--- src/rtl/riscv_pkg.sv ---
// riscv_pkg: shared widths, bubble encoding and fetch FSM states.
// Imported by the fetch-stage RTL.
package riscv_pkg;

    localparam int XLEN = 32;

    localparam logic [XLEN-1:0] RV_NOP = 32'h0000_0013;

    typedef enum logic [1:0] {
        BOOT = 2'd0,
        RUN  = 2'd1,
        HALT = 2'd2
    } if_state_e;

    function automatic logic [XLEN-1:0] align4(input logic [XLEN-1:0] a);
        return a & ~(XLEN'(3));
    endfunction

endpackage

--- src/rtl/ifid_reg.sv ---
// ifid_reg: IF/ID pipeline register with load, flush and hold.
// Flush inserts a bubble but keeps the recorded PC.
module ifid_reg
    import riscv_pkg::*;
#(
    parameter logic [XLEN-1:0] NOP_INSTR = RV_NOP
) (
    input  logic            clk,
    input  logic            rst,
    input  logic            load,
    input  logic            flush,
    input  logic            hold,
    input  logic [XLEN-1:0] pc_d,
    input  logic [XLEN-1:0] instr_d,
    output logic [XLEN-1:0] pc,
    output logic [XLEN-1:0] instr,
    output logic            valid
);

    // Register update: reset, then bubble, then capture unless held.
    always_ff @(posedge clk) begin
        if (!rst) begin
            pc    <= '0;
            instr <= NOP_INSTR;
            valid <= 1'b0;
        end else if (flush) begin
            instr <= NOP_INSTR;
            valid <= 1'b0;
        end else if (load && !hold) begin
            pc    <= pc_d;
            instr <= instr_d;
            valid <= 1'b1;
        end
    end

endmodule

--- src/rtl/if_stage.sv ---
// if_stage: PC register, BOOT/RUN/HALT fetch FSM and IF/ID register.
// Define IF_MISALIGN_TRAP_EN to halt with fault_o on misaligned redirects.
module if_stage
    import riscv_pkg::*;
#(
    parameter logic [XLEN-1:0] RESET_PC  = 32'h0000_0000,
    parameter logic [XLEN-1:0] NOP_INSTR = RV_NOP
) (
    input  logic            clk,
    input  logic            rst,
    input  logic            stall_i,
    input  logic            redirect_i,
    input  logic [XLEN-1:0] redirect_pc_i,
    output logic [XLEN-1:0] imem_addr_o,
    input  logic [XLEN-1:0] imem_data_i,
    output logic [XLEN-1:0] ifid_pc_o,
    output logic [XLEN-1:0] ifid_instr_o,
    output logic            ifid_valid_o,
    output logic            fault_o
);

    if_state_e       state_q, state_d;
    logic [XLEN-1:0] pc_q, pc_d;
    logic            load, flush, hold;
    logic            fault_set;

    assign imem_addr_o = pc_q;

    // Next state, next PC and IF/ID controls; redirect beats stall.
    always_comb begin
        state_d   = state_q;
        pc_d      = pc_q;
        load      = 1'b0;
        flush     = 1'b0;
        hold      = 1'b0;
        fault_set = 1'b0;
        unique case (state_q)
            BOOT, RUN: begin
                if (redirect_i) begin
                    flush   = 1'b1;
                    state_d = RUN;
`ifdef IF_MISALIGN_TRAP_EN
                    if (redirect_pc_i[1:0] != 2'b00) begin
                        state_d   = HALT;
                        fault_set = 1'b1;
                    end else begin
                        pc_d = redirect_pc_i;
                    end
`else
                    pc_d = align4(redirect_pc_i);
`endif
                end else if (state_q == BOOT) begin
                    state_d = RUN;
                end else if (stall_i) begin
                    hold = 1'b1;
                end else begin
                    load = 1'b1;
                    pc_d = pc_q + XLEN'(4);
                end
            end
            HALT: begin
                flush = 1'b1;
            end
            default: begin
                state_d = BOOT;
            end
        endcase
    end

    // State and PC registers.
    always_ff @(posedge clk) begin
        if (!rst) begin
            state_q <= BOOT;
            pc_q    <= RESET_PC;
        end else begin
            state_q <= state_d;
            pc_q    <= pc_d;
        end
    end

`ifdef IF_MISALIGN_TRAP_EN
    logic fault_q;

    // Sticky misaligned-fetch fault, cleared only by reset.
    always_ff @(posedge clk) begin
        if (!rst) begin
            fault_q <= 1'b0;
        end else if (fault_set) begin
            fault_q <= 1'b1;
        end
    end

    assign fault_o = fault_q;
`else
    logic unused_fault;
    assign unused_fault = fault_set;
    assign fault_o      = 1'b0;
`endif

    ifid_reg #(
        .NOP_INSTR(NOP_INSTR)
    ) u_ifid (
        .clk    (clk),
        .rst    (rst),
        .load   (load),
        .flush  (flush),
        .hold   (hold),
        .pc_d   (pc_q),
        .instr_d(imem_data_i),
        .pc     (ifid_pc_o),
        .instr  (ifid_instr_o),
        .valid  (ifid_valid_o)
    );

endmodule

--- config.mk ---
export PLATFORM = sky130hd
export DESIGN_NAME = if_stage
export DESIGN_NICKNAME = d
export VERILOG_FILES = /design/src/rtl/riscv_pkg.sv /design/src/rtl/ifid_reg.sv /design/src/rtl/if_stage.sv
export SDC_FILE = /design/constraint.sdc
export NUM_CORES = 1
export LEC_CHECK = 0
export CAP_MARGIN = 25
export CORE_AREA = 3 3 125 127
export DETAILED_ROUTE_END_ITERATION = 6
export DIE_AREA = 0 0 128 130
export HOLD_SLACK_MARGIN = 0.02
export PLACE_DENSITY = 0.6
export SLEW_MARGIN = 10
export SYNTH_ARGS = -nofsm -noshare
export SYNTH_HDL_FRONTEND = slang
export SYNTH_HIERARCHICAL = 1
export SYNTH_SLANG_ARGS = --single-unit
export TNS_END_PERCENT = 30
--- constraint.sdc ---
create_clock -name clk -period 2.16 [get_ports clk]
set_clock_uncertainty 0.05 [all_clocks]
set_input_delay 0.324 -clock clk [delete_from_list [all_inputs] [get_ports clk]]
set_output_delay 0.324 -clock clk [all_outputs]
set_load 0.02 [all_outputs]
==> Word level (Yosys, flattened, before mapping) <==
Index checks and enable logic that the tools add are counted.
Widths: inputs -> output; s select.
{ "op_classes": {"add_sub_neg": 1, "n_eq_ne": 5, "muxes": 16, "n_bitwise": 3, "n_reduce_logical": 8} }
{ "op_table": {"columns": ["operator", "count"], "rows": [
  ["$mux 32", 3],
  ["$add 32x3->32 const B", 1],
  ["$mux 1", 9],
  ["$mux 2", 2],
  ["$pmux 2 s2", 1],
  ["$reduce_and 2->1", 2],
  ["$reduce_or 2->1", 2],
  ["$ne 3x3->1 const B", 1],
  ["$not 1->1", 3],
  ["$reduce_and 3->1", 1],
  ["$eq 2x1->1 const B", 1],
  ["$eq 2x2->1 const B", 1],
  ["$logic_not 2->1", 1],
  ["$ne 2x1->1 const B", 1],
  ["$ne 2x2->1 const B", 1],
  ["$pmux 1 s2", 1],
  ["$logic_and 1x1->1", 1],
  ["$logic_not 1->1", 1]
]} }
{ "word_totals": {"ff_bits": 99, "inputBits": 68, "out_inout_bits": 98} }

==> Depth between registers and ports, before layout <==
{ "depth": {"word_depth": 7, "ltp_mapped": 8, "ltp_nobuf": 5} }

==> Cells and area by module <==
Netlist, hierarchy kept.
{ "by_module_without_submodules": {"columns": ["module", "n_inst", "cells_each", "area_per_inst_um2", "seq_area_each_um2"], "rows": [
  ["ifid_reg", 1, 289, 2374.8, 1301.2],
  ["if_stage", 1, 257, 1991.9, 620.6]
]} }

==> Least setup slack after synthesis <==
OpenSTA, ideal clock, no wires.
{ "synth_path": {"kind": "flip-flop to flip-flop", "from": "register pc_q[2] (netlist: imem_addr_o[2])", "to": "register pc_q[26] (netlist: imem_addr_o[26])", "arrival_time_ns": 1.909, "t_required_ns": 1.990, "path_slack_ns": 0.082, "path_stages_with_launch": 6, "n_path_buf": 0, "cell_sequence": "dfxtp_1 -> ha_1 -> nand4_1 -> or4_4 -> o311a_1 -> a211o_1"} }
{ "synth_via": {"elab_chain_cells": 4} }
{ "synth_rtl": {"columns": ["item", "line_no", "text"], "rows": [
  ["start, declared", "if_stage.sv:23", "logic [XLEN-1:0] pc_q, pc_d;"],
  ["start signal, assigned", "if_stage.sv:77", "pc_q <= pc_d;"],
  ["$add 32x3->32", "if_stage.sv:58", "pc_d = pc_q + XLEN'(4);"],
  ["$mux 32", "if_stage.sv:54", "end else if (stall_i) begin"],
  ["$mux 32", "if_stage.sv:52", "end else if (state_q == BOOT) begin"],
  ["$mux 32", "if_stage.sv:39", "if (redirect_i) begin"]
]} }
No other way between the ends. The select of a mux whose other input is x is not followed.
A chain may end at the register's enable or synchronous reset.

==> Final worst setup path <==
{ "layout_path": {"from": "register pc_q[7] (netlist: imem_addr_o[7])", "to": "register pc_q[26] (netlist: imem_addr_o[26])"} }
The elaborated chain is that of the path after synthesis.

==> results by group <==
Run status
  – Status: finished, final reports clean

Power
  – Seq pwr share: a little under half
  – Cell area power density: 618 nW/µm²
  – NetSw: 1.02 mW
  – P_int: 3.08 mW
  – Pleak: 2.47 nW
  – Sw frac: 24.9%
  – Tot Pwr: 4.10 mW
  – Worst VDD drop: roughly 320 µV
  – Clock network fraction of total power: 39.6%
  – Logic pwr share: 14.3%

Route
  – Wirelength, routed: 14.0 mm
  – Via density: between 5 and 6
  – Remaining DRCs: 0
  – Post-DRT Antenna Nets: 0
  – WL/cell: around 15 µm
  – Drt first pass iters: 5
  – Via count: around 4600
  – Starting DRT DRC Count: 227

Logic synthesis
  – Yosys warns: 6
  – Post-synthesis mux area share: 0.229%
  – Sequential share of the synthesized area: 44.0%
  – Async S/R FF share, synth: 0%
  – Top_reg_cell synth: dfxtp_1
  – Post-synth cell types: 55
  – Compound-Gate Fraction of Synth Area: a little over an eighth
  – Synth Area in Simple Gates: between 30 and 40%
  – Number of synthesized flops with an enable pin: 0
  – Xor/xnor share of the synthesized area: 2.01%
  – Synth Area per Inst: 8.00 µm²
  – Post-Synth Adder-Cell Area: 0.287%
  – Largest family of logic cells by synthesized area: simple AND/OR/NAND/NOR gates
  – Number of synthesized register bits: 96
  – Mapped Area: 4370 µm²
  – Cells after Synth: between 500 and 600

Job
  – Max cap viols: 0

STA
  – RSZ-0062 raised after global routing: false
  – Fmax: around 500 MHz
  – Tightest Pin Transition: roughly 0.56 ns
  – Final worst setup slack: 0.173 ns
  – Slew headroom: 62.6%
  – Crit path time final: ~2.0 ns
  – Hold Vio Cnt, Final: 0
  – Fin crit share: 92.0%
  – Final setup fails: 0
  – Max-slew violations: 0
  – Setup TNS: 0 ns

Critical path
  – R2r worst-path depth: 4
  – WS Path Type: reg -> reg
  – Arr. time, crit path: 2.17 ns
  – Critical Path End Type: flip-flop
  – Maximum fanout along the worst path: 7
  – Worst Setup SP: imem_addr_o[7]$_SDFFE_PN0N_
  – Worst path cell trace: nand4_1 -> or4_4 -> o311a_1 -> a211o_1
  – Req. time, crit path: 2.34 ns
  – CP Buf/Inv Count: 0
  – Crit path max-delay family: simple AND/OR/NAND/NOR gates
  – Max incr delay on CP: 0.61 ns
  – FF-to-FF setup slack: ~0.17 ns
  – R2R Path Start: imem_addr_o[7]$_SDFFE_PN0N_
  – Startpoint types: flip-flop
  – Cell depth of the worst setup path: 4
  – Slowest cell on the critical path: or4_4
  – Crit Reg-Reg Endpoint: imem_addr_o[26]$_SDFFE_PN0N_
  – Crit path capture: imem_addr_o[26]$_SDFFE_PN0N_

Clocking
  – Root Buffer: clkbuf_16
  – Total CTS buffers: 9
  – Postcts setup bufs: 0
  – CTS sink cnt: 96
  – CTS tree: done
  – Latest clock arrival within the worst-skew pair: 0.34 ns
  – Post-CTS sizing: 0
  – Clock transition at path regs: approximately 0.070 ns
  – Hold_buf cts: 0
  – CTS HTree Levels: 3
  – Deepest clock path buffer count: 2

Place
  – Detailed Place HPWL: 10.3 mm
  – Placement Setup Slack: -0.117 ns
  – Port Buf Inserts: 160
  – GPL Wtd Cong: 0.817
  – Cell area after placement: 6330 µm²

Floorplan
  – Height of the die: 130 µm
  – Row cnt: 44
  – Top-level port count: 166
  – Initial Util: 30.0%
  – Die Span X: 128 µm
  – CORE AREA: 14500 µm²
  – Die Footprint: 16600 µm²

Finish
  – Most frequent cells in the layout: clkdlybuf4s50_1, nand2_1, dfxtp_1
  – Final Cell Area: 6640 µm²
  – Post-layout util: 45.7%
  – P&R area growth vs syn: 52.0%
  – Most common cell after layout, fill and taps aside: clkdlybuf4s50_1
  – # diodes: 0
  – Fin nets: 783
  – Layout cells sized above 1: a little over a tenth

Worst hold path
  – Worst Hold Class: reg -> reg
  – Worst Hold Launch: u_ifid/pc[31]$_SDFFE_PN0P_

Global routing
  – First-pass GRT wire length: between 20 and 25 mm
  – Vias in the first global route: 4524
  – Initial antenna violation count: 0
  – Largest net degree at the start of global routing: between 60 and 70
  – GRT Total Usage: between 10% and 20%
  – Overflow after GRT: 0
==> synthesized netlist by cell type, types with 7 or more instances <==
cell type	count	share of area, %
or4_1	7	1.2
nor2_1	11	0.95
a31oi_1	9	1.3
clkbuf_1	19	1.6
nand2_1	125	11
nand2b_1	12	1.7
o21ai_0	27	3.1
buf_2	16	1.8
and4_1	8	1.6
o31ai_1	7	1.2
nand3_1	70	8.0
dfxtp_1	96	44
a21oi_1	35	4.0
nand4_1	16	2.3
nand3_2	12	2.8
==> power groups by stage <==
stage / registers (mW) / logic (mW) / clock network [mW]
global route: 1.90 / 0.633 / 1.76
global placement: 1.93 / 0.579 / 0
floorplan: 1.99 / 0.194 / 0
detailed placement: 1.93 / 0.585 / 0
CTS: 1.89 / 0.589 / 1.67
finish: 1.89 / 0.586 / 1.62
==> worst min-delay path, cell delays in order (launching register included) <==
cell and delay, ns:
dfxtp_1 0.32, nand3_2 0.05, nand2_1 0.03
==> routing by layer <==
metal  wire [µm]  GRT usage, %
met5           0             0
met4         316          7.18
met3        1200          4.50
met2        6150          26.1
met1        6280          21.7
==> worst min path at each step <==
stage,end,cells past startpoint
6_report,u_ifid/pc[31]$_SDFFE_PN0P_,2
5_1_grt,u_ifid/instr[21]$_SDFFE_PP0P_,2
4_1_cts,u_ifid/pc[29]$_SDFFE_PN0P_,2
3_5_place_dp,u_ifid/pc[29]$_SDFFE_PN0P_,2
3_3_place_gp,u_ifid/pc[29]$_SDFFE_PN0P_,2
2_1_floorplan,u_ifid/instr[0]$_SDFFE_PP1P_,2
==> sequential cells by signal, indices dropped and copies added (netlist names) <==
register      flops
u_ifid/instr     32
u_ifid/pc        32
imem_addr_o      30
state_q           1
u_ifid/valid      1
==> final cells by class <==
type,count,area (µm²)
clock inverters,5,55.1
multi-input cells,404,2220
well taps,184,230
fillers,1428,7900
flip-flops and latches,96,1920
inverters,5,18.8
repair buffers,198,1930
clock buffers,11,253
==> metrics by stage <==
stage,hold WS [ns],instances
6_report,0.399,903
5_1_grt,0.421,903
4_1_cts,0.403,903
3_5_place_dp,0.391,887
3_3_place_gp,0.383,887
2_1_floorplan,0.396,550
==> cells by family (layout without fill, tap and decap cells) <==
kind of cell / count (synthesis) / in the layout
buf+inv: 50 / 219
simple gates: 291 / 291
flops: 96 / 96
other cells: 1 / 5
fa+ha+maj: 1 / 1
mux: 1 / 1
xor+xnor: 10 / 10
compound gates: 96 / 96
No activity file was read; power rests on OpenSTA's default activity.
